===== src/rtl/instruction_fetch_if.sv =====
// Fetch-stage bus bundle: instruction memory read port, decoder-facing
// instruction handshake and the execute redirect/fault signals.
interface instruction_fetch_if;
    logic        mem_req;
    logic [31:0] mem_addr;
    logic        mem_ack;
    logic [31:0] mem_rdata;
    logic [31:0] instruction;
    logic        instr_valid;
    logic        instr_ready;
    logic [31:0] pc;
    logic        redirect;
    logic [31:0] redirect_pc;
    logic        misaligned;

    modport master (
        output mem_req, mem_addr, instruction, instr_valid, pc, misaligned,
        input  mem_ack, mem_rdata, instr_ready, redirect, redirect_pc
    );

    modport slave (
        input  mem_req, mem_addr, instruction, instr_valid, pc, misaligned,
        output mem_ack, mem_rdata, instr_ready, redirect, redirect_pc
    );
endinterface


===== src/rtl/instruction_fetch.sv =====
// Instruction fetch stage: owns the PC, issues word reads, holds the fetched
// word for the decoder and handles redirects, draining any in-flight read.
module instruction_fetch #(
    parameter logic [31:0] RESET_PC = 32'h0000_0000
) (
    input  logic              clk,
    input  logic              rst_n,
    instruction_fetch_if.master bus
);
    typedef enum logic [2:0] {IDLE, FETCH, HOLD, DRAIN, FAULT} state_t;

    state_t      state, state_nxt;
    logic [31:0] fetch_pc, fetch_pc_nxt;
    logic [31:0] addr_q, addr_nxt;
    logic [31:0] instr_q, instr_nxt;
    logic [31:0] pc_q, pc_nxt;
    logic        req_q, req_nxt;
    logic        valid_q, valid_nxt;
    logic        mis_q, mis_nxt;
    logic        ack;
    logic        target_ok;

    assign ack       = req_q & bus.mem_ack;
    assign target_ok = (bus.redirect_pc[1:0] == 2'b00);

    assign bus.mem_req     = req_q;
    assign bus.mem_addr    = addr_q;
    assign bus.instruction = instr_q;
    assign bus.pc          = pc_q;
    assign bus.instr_valid = valid_q;
    assign bus.misaligned  = mis_q;

    always_ff @(posedge clk or negedge rst_n) begin
        if (!rst_n) begin
            state    <= IDLE;
            fetch_pc <= RESET_PC;
            addr_q   <= RESET_PC;
            instr_q  <= 32'h0;
            pc_q     <= RESET_PC;
            req_q    <= 1'b0;
            valid_q  <= 1'b0;
            mis_q    <= 1'b0;
        end else begin
            state    <= state_nxt;
            fetch_pc <= fetch_pc_nxt;
            addr_q   <= addr_nxt;
            instr_q  <= instr_nxt;
            pc_q     <= pc_nxt;
            req_q    <= req_nxt;
            valid_q  <= valid_nxt;
            mis_q    <= mis_nxt;
        end
    end

    always_comb begin
        state_nxt    = state;
        fetch_pc_nxt = fetch_pc;
        addr_nxt     = addr_q;
        instr_nxt    = instr_q;
        pc_nxt       = pc_q;
        req_nxt      = req_q;
        valid_nxt    = valid_q;
        mis_nxt      = mis_q;
        if (state == IDLE) begin
            state_nxt = FETCH;
            req_nxt   = 1'b1;
            addr_nxt  = fetch_pc;
        end else if (bus.redirect) begin
            fetch_pc_nxt = bus.redirect_pc;
            valid_nxt    = 1'b0;
            mis_nxt      = !target_ok;
            // An unacknowledged read cannot be withdrawn; wait it out in DRAIN.
            if ((state == FETCH || state == DRAIN) && !ack) begin
                state_nxt = DRAIN;
            end else if (!target_ok) begin
                state_nxt = FAULT;
                req_nxt   = 1'b0;
            end else begin
                state_nxt = FETCH;
                req_nxt   = 1'b1;
                addr_nxt  = bus.redirect_pc;
            end
        end else begin
            case (state)
                FETCH: if (ack) begin
                    instr_nxt    = bus.mem_rdata;
                    pc_nxt       = fetch_pc;
                    fetch_pc_nxt = fetch_pc + 32'd4;
                    valid_nxt    = 1'b1;
                    req_nxt      = 1'b0;
                    state_nxt    = HOLD;
                end
                HOLD: if (bus.instr_ready) begin
                    valid_nxt = 1'b0;
                    req_nxt   = 1'b1;
                    addr_nxt  = fetch_pc;
                    state_nxt = FETCH;
                end
                // The fault flag already records whether the drained redirect was bad.
                DRAIN: if (ack) begin
                    if (mis_q) begin
                        req_nxt   = 1'b0;
                        state_nxt = FAULT;
                    end else begin
                        req_nxt   = 1'b1;
                        addr_nxt  = fetch_pc;
                        state_nxt = FETCH;
                    end
                end
                default: ;
            endcase
        end
    end
endmodule


===== src/flat_wrapper.sv =====
// flat-port wrapper written by rule: the top's interface ports become plain ports
module instruction_fetch_flat 
#(
    parameter logic [31:0] RESET_PC = 32'h0000_0000
)
  (clk, rst_n, bus_mem_req, bus_mem_addr, bus_instruction, bus_instr_valid, bus_pc, bus_misaligned, bus_mem_ack, bus_mem_rdata, bus_instr_ready, bus_redirect, bus_redirect_pc);
  instruction_fetch_if bus_i ();
  input  logic clk;
  input  logic rst_n;
  output wire logic [$bits(bus_i.mem_req)-1:0] bus_mem_req;
  output wire logic [$bits(bus_i.mem_addr)-1:0] bus_mem_addr;
  output wire logic [$bits(bus_i.instruction)-1:0] bus_instruction;
  output wire logic [$bits(bus_i.instr_valid)-1:0] bus_instr_valid;
  output wire logic [$bits(bus_i.pc)-1:0] bus_pc;
  output wire logic [$bits(bus_i.misaligned)-1:0] bus_misaligned;
  input wire logic [$bits(bus_i.mem_ack)-1:0] bus_mem_ack;
  input wire logic [$bits(bus_i.mem_rdata)-1:0] bus_mem_rdata;
  input wire logic [$bits(bus_i.instr_ready)-1:0] bus_instr_ready;
  input wire logic [$bits(bus_i.redirect)-1:0] bus_redirect;
  input wire logic [$bits(bus_i.redirect_pc)-1:0] bus_redirect_pc;
  assign bus_mem_req = bus_i.mem_req;
  assign bus_mem_addr = bus_i.mem_addr;
  assign bus_instruction = bus_i.instruction;
  assign bus_instr_valid = bus_i.instr_valid;
  assign bus_pc = bus_i.pc;
  assign bus_misaligned = bus_i.misaligned;
  assign bus_i.mem_ack = bus_mem_ack;
  assign bus_i.mem_rdata = bus_mem_rdata;
  assign bus_i.instr_ready = bus_instr_ready;
  assign bus_i.redirect = bus_redirect;
  assign bus_i.redirect_pc = bus_redirect_pc;
  instruction_fetch #(.RESET_PC(RESET_PC)) u_core (.clk(clk), .rst_n(rst_n), .bus(bus_i));
endmodule

===== config.mk =====
export PLATFORM = sky130hd
export DESIGN_NAME = instruction_fetch_flat
export DESIGN_NICKNAME = d
export VERILOG_FILES = /design/src/rtl/instruction_fetch_if.sv /design/src/rtl/instruction_fetch.sv /design/src/flat_wrapper.sv
export SDC_FILE = /design/constraint.sdc
export NUM_CORES = 1
export LEC_CHECK = 0
export ABC_AREA = 0
export CAP_MARGIN = 20
export CORE_ASPECT_RATIO = 0.8
export CORE_MARGIN = 2
export CORE_UTILIZATION = 44
export CTS_BUF_LIST = sky130_fd_sc_hd__clkbuf_4
export DETAILED_ROUTE_END_ITERATION = 8
export PLACE_DENSITY = 0.78
export RECOVER_POWER = 50
export SLEW_MARGIN = 10
export SYNTH_ARGS = -nofsm -noshare
export SYNTH_HDL_FRONTEND = slang
export SYNTH_SLANG_ARGS = --single-unit

===== constraint.sdc =====
create_clock -name clk -period 3.3 [get_ports clk]
set_clock_uncertainty 0.15 [all_clocks]
set_input_delay 0.495 -clock clk [delete_from_list [all_inputs] [get_ports clk]]
set_output_delay 0.495 -clock clk [all_outputs]
set_load 0.05 [all_outputs]

==> results_dict.tcl <==
set metrics [dict create \
    grt_pass1_wl_um 26400 \
    startpoint_type "register" \
    cp_num_buf_inv 1 \
    synth_edf_count 0 \
    critical_path.startpoint "u_core.state[2]" \
    min_path_type "primary input to register" \
    wl_met2_um 7696 \
    avgViaCountPerCell 5.553 \
    track_usage 0.2222 \
    syn_nets 653 \
    max_freq_mhz 369.8 \
    clkTransAtPathRegs_ns 0.11 \
    cellPowerDensity_nw_per_um2 1163 \
    wl_met3_um 1071 \
    finalSetupViolations 0 \
    cpPeakStageDelay_ns 0.59 \
    clock_latency_ns 0.55 \
    ios 168 \
    slew_headroom 0.05673 \
    maxCapViolations 0 \
    h-tree-depth 4 \
    fin_crit_sh 0.8194 \
    drc_errors 0 \
    grt.overflow.total 0 \
    fin_setup_tns_ns 0 \
    cts_tree "done" \
    syn_area_um2 6289 \
    ys_ff_latch 134 \
    antenna_cells 0 \
    dp_hpwl_um 11570 \
    wl_per_cell_um 17.31 \
    gp_congestion 0.8476 \
    yosysUniqueCellTypes 59 \
    min_period_ns 2.704 \
    async_reset_ff_frac 1.000 \
    ys_seq_area_frac 0.5332 \
    ctsHoldBuffers 1 \
    clock-sinks 134 \
    worst_hold_startpoint "bus_redirect" \
    worst-setup-path-type "register to register" \
    met1_length_um 7245 \
    dpl_worst_slack_ns 0.7573 \
    worst_pin_slew_ns 1.415 \
    vdd_ir_drop_max_uv 592.6 \
    drt_pass1_iterations 5 \
    row_count 39 \
    route.vias.total 5231 \
    wl_um 16310 \
    synth_warnings 0 \
    grt_max_degree 58 \
    path_max_fanout 49 \
    synth_cells 583 \
    crit_chain "and4bb_1 -> o21ai_0 -> nor2_4 -> clkbuf_4 -> mux2_2" \
    drt-initial-drc-count 394 \
    cp.arrival_ns 2.99 \
    avgSynthCellArea_um2 10.79 \
    status "completed" \
    clk_path_buf_depth 2 \
    die_w_um 137.7 \
    fin_nets 818 \
    timing.rr.start "u_core.state[2]" \
    hold_viol_final 0 \
    cts-resized-gates 0 \
    layout-drive-gt1-share 0.1873 \
    start_util 0.4459 \
    leakage_uw 0.003523 \
    layout_common_cells "clkdlybuf4s50_1 (165), dfrtp_1 (134), nand2_1 (111), mux2_2 (91), o21ai_0 (33)" \
    post_cts_buffers 0 \
    crit_slowest_cell "clkbuf_4" \
    final_common_cell "clkdlybuf4s50_1" \
    fp.dieH_um 110.9 \
    dr.max_layer_used "met4" \
    endpoint_kind "register" \
    critical-path-top-delay-family "simple AND/OR/NAND/NOR gates" \
    synthFlopType "dfrtp_1" \
    core-area_um2 14100 \
    root_buffer "clkbuf_4" \
    rsz0062_at_grt "no" \
    power.total_uw 9753 \
    syn_to_final_growth_pct 33.33 \
    port_buffers 167 \
    antenna_found_initial 0 \
    slew_violations 0 \
    crit_required_ns 3.58 \
    layout_setup_ws_ns 0.5960 \
    cts_buffers 17 \
    antenna_left 0 \
    grt_pass1_vias 5174 \
    die_area_um2 15270 \
]
-- cells by family after synthesis --
logic type / synth area share
simple gates: 0.1540
flops: 0.5332
compound gates: 0.1023
mux: 0.1765
buf+inv: 0.03203
fa+ha+maj: 0.001989
-- where the power goes --
part	total (µW)	switching, µW	internal [µW]
Clock	1100	589	512
Sequential	3160	708	2450
Combinational	5490	3430	2060
Total	9750	4730	5020
-- sequential cells by signal, indices dropped and copies added, names as in the netlist --
signal,flops
u_core.fetch_pc,32
u_core.bus.instr_valid,1
u_core.bus.pc,32
u_core.bus.misaligned,1
u_core.bus.mem_addr,32
u_core.state,3
u_core.bus.mem_req,1
u_core.bus.instruction,32
-- area by class of cell --
class / instances / area, µm²
clock buffers: 18 / 135.1
flip-flops and latches: 134 / 3353
multi-input cells: 403 / 2731
repair buffers: 182 / 1762
clock inverters: 11 / 135.1
well taps: 184 / 230.2
inverters: 10 / 37.54
fillers: 1141 / 5718
-- cells in the mapped netlist (4+ instances only) --
cell type / number / area, µm²
a21oi_1: 26 / 130.1
a22oi_1: 4 / 30.03
and3_1: 4 / 25.02
buf_2: 12 / 60.06
clkbuf_1: 16 / 60.06
dfrtp_1: 134 / 3353
inv_1: 9 / 33.78
mux2_1: 4 / 45.04
mux2_2: 91 / 1025
mux2i_1: 4 / 40.04
nand2_1: 111 / 416.7
nand3_1: 14 / 70.07
nand4_1: 10 / 62.56
nor2_1: 24 / 90.09
nor3_1: 10 / 50.05
nor4_1: 5 / 31.28
o21ai_0: 32 / 160.2
o22a_1: 5 / 43.79
o22ai_1: 6 / 37.54
-- through the flow --
step                  util  hold slack (ns)  instances  cell area [µm²]
finish              0.5945           0.3571        942             8384
detailed placement  0.5776           0.3322        912             8145
CTS                 0.5975           0.2957        942             8426
floorplan                -          0.04941        583             6289
global route        0.5945           0.3697        942             8384
global placement    0.5776           0.3224        912             8145
-- worst paths after layout --
| kind | endpoint | slack (ns) | cells past startpoint |
|---|---|---|---|
| worst min-delay path | u_core.state[0] | 0.36 | 3 |
| max in group asynchronous | u_core.bus.instruction[2] | 1.09 | 3 |
| worst max register to register | u_core.bus.instruction[22] | 0.60 | 5 |
| worst min register to register | u_core.bus.mem_addr[7] | 0.36 | 1 |
| worst max-delay path | u_core.bus.instruction[22] | 0.60 | 5 |
| min in group asynchronous | u_core.bus.pc[4] | 0.65 | 2 |
-- worst reg2reg max path: stages (launching register included) --
cell and delay [ns]:
dfrtp_1 0.51, and4bb_1 0.52, o21ai_0 0.25, nor2_4 0.14, clkbuf_4 0.59, mux2_2 0.44
-- metal layers --
metal / track usage / vias to the layer above
li1: - / 2409
met1: 0.3097 / 2597
met2: 0.3449 / 198
met3: 0.04710 / 27
met4: 0.07629 / 0
met5: 0 / -
(Power assumes the default switching activity.)
